## src/rtl/palette_lut.sv

```systemverilog
// Programmable registered colour palette: tile value in, colour out one cycle later.
// Self-fills with FILL_COLOR after reset and can blink-invert one selected tile value.
//
// state   | meaning
// --------|-------------------------------------------------------------
// ST_INIT | writing FILL_COLOR to entry init_cnt, lookups return OOR_COLOR
// ST_RUN  | normal lookups and user writes; left only by reset
module palette_lut #(
  parameter int               N_ENTRIES    = 13,
  parameter int               IDX_W        = 5,
  parameter int               COLOR_W      = 24,
  parameter logic [COLOR_W-1:0] FILL_COLOR = 24'h1C1C1C,
  parameter logic [COLOR_W-1:0] OOR_COLOR  = 24'h0C0C0C,
  parameter int               BLINK_PERIOD = 12_500_000
) (
  input  logic               clk,
  input  logic               rst,
  input  logic               wr_en,
  input  logic [IDX_W-1:0]   wr_idx,
  input  logic [COLOR_W-1:0] wr_color,
  input  logic               rd_valid,
  input  logic [IDX_W-1:0]   rd_idx,
  input  logic               hl_en,
  input  logic [IDX_W-1:0]   hl_idx,
  output logic               pix_valid,
  output logic [COLOR_W-1:0] pixel_color,
  output logic               init_busy
);

  typedef enum logic {ST_INIT, ST_RUN} state_t;

  localparam int BLINK_W = (BLINK_PERIOD > 2) ? $clog2(BLINK_PERIOD) : 1;
  localparam logic [IDX_W-1:0]   LAST_IDX   = IDX_W'(N_ENTRIES - 1);
  localparam logic [BLINK_W-1:0] BLINK_LOAD = BLINK_W'(BLINK_PERIOD - 1);

  state_t               state_q, state_d;
  logic [IDX_W-1:0]     init_cnt_q, init_cnt_d;
  logic [COLOR_W-1:0]   palette_q [N_ENTRIES];
  logic [COLOR_W-1:0]   palette_d [N_ENTRIES];
  logic                 pix_valid_q, pix_valid_d;
  logic [COLOR_W-1:0]   pixel_color_q, pixel_color_d;
  logic [BLINK_W-1:0]   blink_tmr_q, blink_tmr_d;
  logic                 blink_phase_q, blink_phase_d;

  logic                 rd_in_range;
  logic [COLOR_W-1:0]   rd_entry;
  logic [COLOR_W-1:0]   rd_base;
  logic [COLOR_W-1:0]   rd_result;
  logic                 wr_hit;
  logic                 hl_hit;

  // Palette fill during init, user writes during run.
  always_comb begin
    state_d    = state_q;
    init_cnt_d = init_cnt_q;
    palette_d  = palette_q;
    case (state_q)
      ST_INIT: begin
        for (int i = 0; i < N_ENTRIES; i++) begin
          if (init_cnt_q == IDX_W'(i)) palette_d[i] = FILL_COLOR;
        end
        if (init_cnt_q == LAST_IDX) state_d = ST_RUN;
        else                        init_cnt_d = init_cnt_q + IDX_W'(1);
      end
      ST_RUN: begin
        if (wr_en) begin
          for (int i = 0; i < N_ENTRIES; i++) begin
            if (wr_idx == IDX_W'(i)) palette_d[i] = wr_color;
          end
        end
      end
      default: state_d = ST_INIT;
    endcase
  end

  // Index decode doubles as the range check, so no compare against N_ENTRIES is needed.
  always_comb begin
    rd_in_range = 1'b0;
    rd_entry    = '0;
    for (int i = 0; i < N_ENTRIES; i++) begin
      if (rd_idx == IDX_W'(i)) begin
        rd_in_range = 1'b1;
        rd_entry    = palette_q[i];
      end
    end
  end

  always_comb begin
    wr_hit    = (state_q == ST_RUN) && wr_en && (wr_idx == rd_idx);
    rd_base   = wr_hit ? wr_color : rd_entry;
    hl_hit    = hl_en && blink_phase_q && (rd_idx == hl_idx);
    rd_result = OOR_COLOR;
    if ((state_q == ST_RUN) && rd_in_range) begin
      rd_result = hl_hit ? ~rd_base : rd_base;
    end
    pix_valid_d   = rd_valid;
    pixel_color_d = rd_valid ? rd_result : pixel_color_q;
  end

  always_comb begin
    blink_tmr_d   = blink_tmr_q - BLINK_W'(1);
    blink_phase_d = blink_phase_q;
    if (blink_tmr_q == '0) begin
      blink_tmr_d   = BLINK_LOAD;
      blink_phase_d = ~blink_phase_q;
    end
  end

  always_ff @(posedge clk) begin
    if (!rst) begin
      state_q       <= ST_INIT;
      init_cnt_q    <= '0;
      pix_valid_q   <= 1'b0;
      pixel_color_q <= '0;
      blink_tmr_q   <= BLINK_LOAD;
      blink_phase_q <= 1'b0;
    end else begin
      state_q       <= state_d;
      init_cnt_q    <= init_cnt_d;
      pix_valid_q   <= pix_valid_d;
      pixel_color_q <= pixel_color_d;
      blink_tmr_q   <= blink_tmr_d;
      blink_phase_q <= blink_phase_d;
    end
  end

  // Contents are rebuilt by the init sweep, so the array itself needs no reset.
  always_ff @(posedge clk) begin
    palette_q <= palette_d;
  end

  assign pix_valid   = pix_valid_q;
  assign pixel_color = pixel_color_q;
  assign init_busy   = (state_q == ST_INIT);

endmodule

```

## config.mk

```make
export PLATFORM = sky130hd
export DESIGN_NAME = palette_lut
export DESIGN_NICKNAME = d
export VERILOG_FILES = /design/src/rtl/palette_lut.sv
export SDC_FILE = /design/constraint.sdc
export NUM_CORES = 1
export LEC_CHECK = 0
export BUFFER_PORTS_ARGS = -buffer_cell sky130_fd_sc_hd__clkbuf_2
export CAP_MARGIN = 20
export CORE_UTILIZATION = 51
export DETAILED_ROUTE_END_ITERATION = 6
export MAX_ROUTING_LAYER = met4
export PLACE_DENSITY = 0.68
export SETUP_SLACK_MARGIN = 0.1
export SYNTH_ARGS = -nofsm -noshare
export SYNTH_HDL_FRONTEND = slang
export SYNTH_SLANG_ARGS = --single-unit
```

## constraint.sdc

```tcl
create_clock -name clk -period 4.5 [get_ports clk]
set_clock_uncertainty 0.2 [all_clocks]
set_input_delay 0.9 -clock clk [delete_from_list [all_inputs] [get_ports clk]]
set_output_delay 0.9 -clock clk [all_outputs]
set_load 0.01 [all_outputs]
```

* Yosys cells after proc, flatten, opt, wreduce, memory -nomap -nowiden
Index checks and enable logic that the tools add are counted.
** Operators by class
- $add $sub $neg :: 2
- Bitwise operators :: 5
- Muxes and demuxes :: 59
- Equality and inequality tests :: 65
- Reductions and logical operators :: 24
** Operator list (number)
- $mux 24 :: 42
- $pmux 312 s2 :: 1
- $mux 312 :: 1
- $eq 5x4->1 const B :: 15
- $eq 5x3->1 const B :: 12
- $ne 2x1->1 const B :: 26
- $reduce_and 3->1 :: 13
- $eq 5x2->1 const B :: 6
- $logic_not 24->1 :: 1
- $not 24->24 :: 1
- $sub 24x1->24 const B :: 1
- $eq 5x1->1 const B :: 3
- $logic_not 5->1 :: 3
- $mux 1 :: 15
- $eq 5x5->1 :: 2
- $add 5x1->5 const B :: 1
- $logic_and 1x1->1 :: 5
- $not 1->1 :: 4
- $ne 2x2->1 const B :: 1
- $reduce_and 2->1 :: 1
- $reduce_or 2->1 :: 1
** Word-level totals
- Flip-flop bits (word level) :: 368
- Output and inout bits :: 26
- Logic and storage cells :: 174

* Logic depth before layout (Yosys ltp)
- Depth in word-level cells :: 18
- Gate-level depth with buffers :: 11
- Depth with buffers taken out :: 9

* Least setup slack after synthesis
Ideal clock, no wire load.
- Path kind :: input -> register
- From :: input port wr_idx[2]
- To :: register palette_q[288] in the netlist's numbering (enable)
- Arrival :: 2.739 ns
- Required time :: 3.886 ns
- Setup time :: 0.414 ns
- Path slack :: 1.147 ns
- Stages :: 2
- Cells stage by stage :: or4_1 o22ai_1
** Between the ends
- Word-level cells in the longest chain between the ends :: 3
** RTL lines
- from (decl) :: line 19 : input logic [IDX_W-1:0] wr_idx,
- $logic_not 5->1 :: line 68 : if (wr_idx == IDX_W'(i)) palette_d[i] = wr_color;
- $ne 2x1->1 (no line)
- $reduce_and 3->1 (no line)
- to (signal assigned) :: line 129 : palette_q <= palette_d;
- to (decl) :: line 38 : logic [COLOR_W-1:0] palette_q [N_ENTRIES];
Every way passes these cells.
A chain may end at the register's enable or synchronous reset.

* Final worst setup path
- From :: input port rd_idx[4]
- To :: register pixel_color_q[13], in the netlist pixel_color[13]
** Between the ends
- Word-level cells in the longest chain between the ends :: 18
- Elaborated cells on any way between the ends :: 48
** RTL lines
- from (decl) :: line 22 : input logic [IDX_W-1:0] rd_idx,
- $logic_not 5->1 :: line 81 : if (rd_idx == IDX_W'(i)) begin
- $mux 24 (13 in series) :: line 81
- $mux 24 :: line 90 : rd_base = wr_hit ? wr_color : rd_entry;
- $not 24->24 :: line 94 : rd_result = hl_hit ? ~rd_base : rd_base;
- $mux 24 :: line 94
- $mux 24 * :: line 93 : if ((state_q == ST_RUN) && rd_in_range) begin
- to (signal assigned) :: line 121 : pixel_color_q <= pixel_color_d;
- to (decl) :: line 41 : logic [COLOR_W-1:0] pixel_color_q, pixel_color_d;
Mark *: on every way between the ends. The rest lies on a longest branch, timed or not.

==> impl_metrics.tcl <==
set metrics [dict create \
    rsz0062_at_grt "false" \
    io_pins 70 \
    final_cell_mix "edfxtp_1, nor2_1, nand2_1" \
    yosysWarnings 0 \
    dp_hpwl_mm 31.9 \
    worst_pin_slew_ns 0.978 \
    syn_nets 1282 \
    cts.hold.buffers_added 0 \
    synthCells 1233 \
    worstPathRequired_ns 4.72 \
    grt_pass1_vias 11100 \
    grt_pass1_wl_mm 69.6 \
    die_height_um 179 \
    synth_largest_area_cell "edfxtp_1" \
    htree_levels 2 \
    worstHoldEndpoint "blink_tmr_q[0]" \
    r2r-end "blink_tmr_q[16]" \
    synth_top_area_share 0.589 \
    worst_slack_ns 1.08 \
    drt_iter0_markers 1630 \
    ir_worst_vdd_mv 0.296 \
    cts_tree "yes" \
    avgViaCountPerCell 6.59 \
    first_pass_iters 6 \
    r2r-start "blink_tmr_q[0]" \
    core-area_mm2 0.0307 \
    timing.final.crit_share 0.760 \
    hold_viol 0 \
    crit_type "in -> reg" \
    start_kind "input port" \
    syn_area_mm2 0.0159 \
    setup_violations 0 \
    final_common_cell "edfxtp_1" \
    ys_seq_area_frac 0.659 \
    cts-buffers-inserted 38 \
    gp_congestion 1.04 \
    fin_tns_setup_ns 0 \
    clk_path_buf_depth 3 \
    dp_worst_setup_slack_ns 0.763 \
    synthTopCellsByArea "edfxtp_1, dfxtp_1, nor2_1" \
    synth.avg_cell_area_um2 12.9 \
    overflow 0 \
    hold_depth 1 \
    finalNetCount 1388 \
    whs_ns 0.202 \
    endpoint_kind "flop" \
    drc 0 \
    synth_edf_count 312 \
    period_needed_ns 3.42 \
    fin_total_pwr_mw 7.46 \
    std_cell_rows 64 \
    crit_arrival_ns 3.64 \
    cellPowerDensity_mw_per_mm2 407 \
    design_area_mm2 0.0183 \
    ant_nets 0 \
    clock-sinks 368 \
    hp-class "reg -> reg" \
    status "completed" \
    hp-start "blink_tmr_q[0]" \
    post_route_cells_drive_above_1_share 0.182 \
    power.leakage_nw 6.19 \
    synth_ff_type "edfxtp_1" \
    antenna_found_initial 0 \
    clk_latency_ns 0.55 \
    drt_wl_total_mm 47.5 \
    num_vias 11600 \
    antenna_cells 0 \
    reg2reg_slack_ns 1.63 \
    cp_max_fo 19 \
    synthDistinctLibCells 84 \
    clk_pin_slew_ns 0.06 \
    wire_per_inst_um 27.0 \
    syn2layout_area_growth_pct 15.1 \
    worst_slew_margin_rel 0.346 \
    cts_repair_resize_count 0 \
    post-cts-setup-buffer-count 0 \
    start_util 0.519 \
    async_reset_ff_frac 0 \
    die_w_um 179 \
    dieArea_mm2 0.0319 \
    ys_ff_latch 368 \
    max-cap-violations 0 \
    root_buffer "clkbuf_16" \
    grt_start_max_net_pins 40 \
    grt.total_usage 0.312 \
    numPortBuffers 69 \
    r2r_cells 9 \
    finalMaxSlewViolations 0 \
    max_freq_mhz 292 \
    placement.cell_area_mm2 0.0170 \
]
## how the worst max path moves through the flow
stage	startpoint	cells past startpoint	end
detailed placement	rd_idx[0]	9	pixel_color[0]
global route	rd_idx[4]	9	pixel_color[17]
global placement	rd_idx[2]	10	pixel_color[17]
CTS	rd_idx[4]	9	pixel_color[13]
floorplan	wr_idx[2]	2	palette_q[288]
finish	rd_idx[4]	9	pixel_color[13]
## through the flow
stage | std cells | util
2_1_floorplan | 1233 | -
3_3_place_gp | 1695 | 0.555
3_5_place_dp | 1695 | 0.555
4_1_cts | 1764 | 0.597
5_1_grt | 1764 | 0.597
6_report | 1764 | 0.597
## metal layers
layer / global-route usage / wire [um] / vias up
met3: 0.0471 / 4550 / 159
met2: 0.483 / 22500 / 742
met5: - / 0 / -
li1: - / - / 5015
met1: 0.392 / 17600 / 5716
met4: 0.182 / 2900 / 0
## critical path: stages
cell	delay, ns
clkbuf_2	0.28
buf_4	0.29
nor3b_1	0.68
nand2_1	0.26
o22ai_1	0.33
o2111ai_1	0.22
o2111ai_1	0.24
nand4_1	0.15
a32o_1	0.27
## Yosys cell counts, types with 6 or more instances
cell       number
o211ai_1        9
a21o_1         10
mux2i_1        11
and2_1         22
a211oi_1       17
o21a_1          8
nand2b_1       31
a221o_1         6
buf_2          28
a222oi_1       10
nor2b_1        14
dfxtp_1        56
o22ai_1        36
inv_1          11
nor3_1         31
o21ai_0        54
clkbuf_1       35
nor4_1         12
a22o_1         19
nand4_1        12
a31oi_1        10
and3_1          9
a211o_1         7
a22oi_1        24
edfxtp_1      312
xnor2_1        31
nor2_1         85
nand3_1        30
o2bb2ai_1       6
mux2_2          6
nand2_1        77
xor2_1         13
a21oi_1        49
buf_4          13
a221oi_1       10
or3_1          10
## power by group
group / leakage (nW) / switching (mW) / internal (mW)
Sequential: 3.23 / 0.0213 / 3.72
Clock: 0.614 / 1.31 / 1.94
Combinational: 2.35 / 0.313 / 0.154
Total: 6.19 / 1.65 / 5.81
## layout make-up
| class | count | area (um2) |
|---|---|---|
| inverter | 12 | 45.0 |
| tap | 396 | 495 |
| timing repair buffer | 145 | 928 |
| clock buffer | 51 | 1050 |
| multi-input combinational | 774 | 5070 |
| clock inverter | 18 | 243 |
| sequential | 368 | 10500 |
| fill | 2374 | 12300 |
## state kept, by name, summed over array words and instances, names as in the netlist
signal / flops
init_cnt_q: 5
blink_tmr_q: 24
blink_phase_q: 1
state_q: 1
pixel_color: 24
pix_valid: 1
palette_q: 312
## kinds of logic after synthesis
kind of cell | after synthesis | synth area share
AND/OR/NAND/NOR | 377 | 0.127
XOR/XNOR | 44 | 0.0242
buffers and inverters | 91 | 0.0272
adder cells (fa/ha/maj) | 5 | 0.00393
multiplexers | 17 | 0.0112
AO/OA/AOI/OAI | 331 | 0.148
flip-flops | 368 | 0.659
Power figures use the tool's default switching activity.
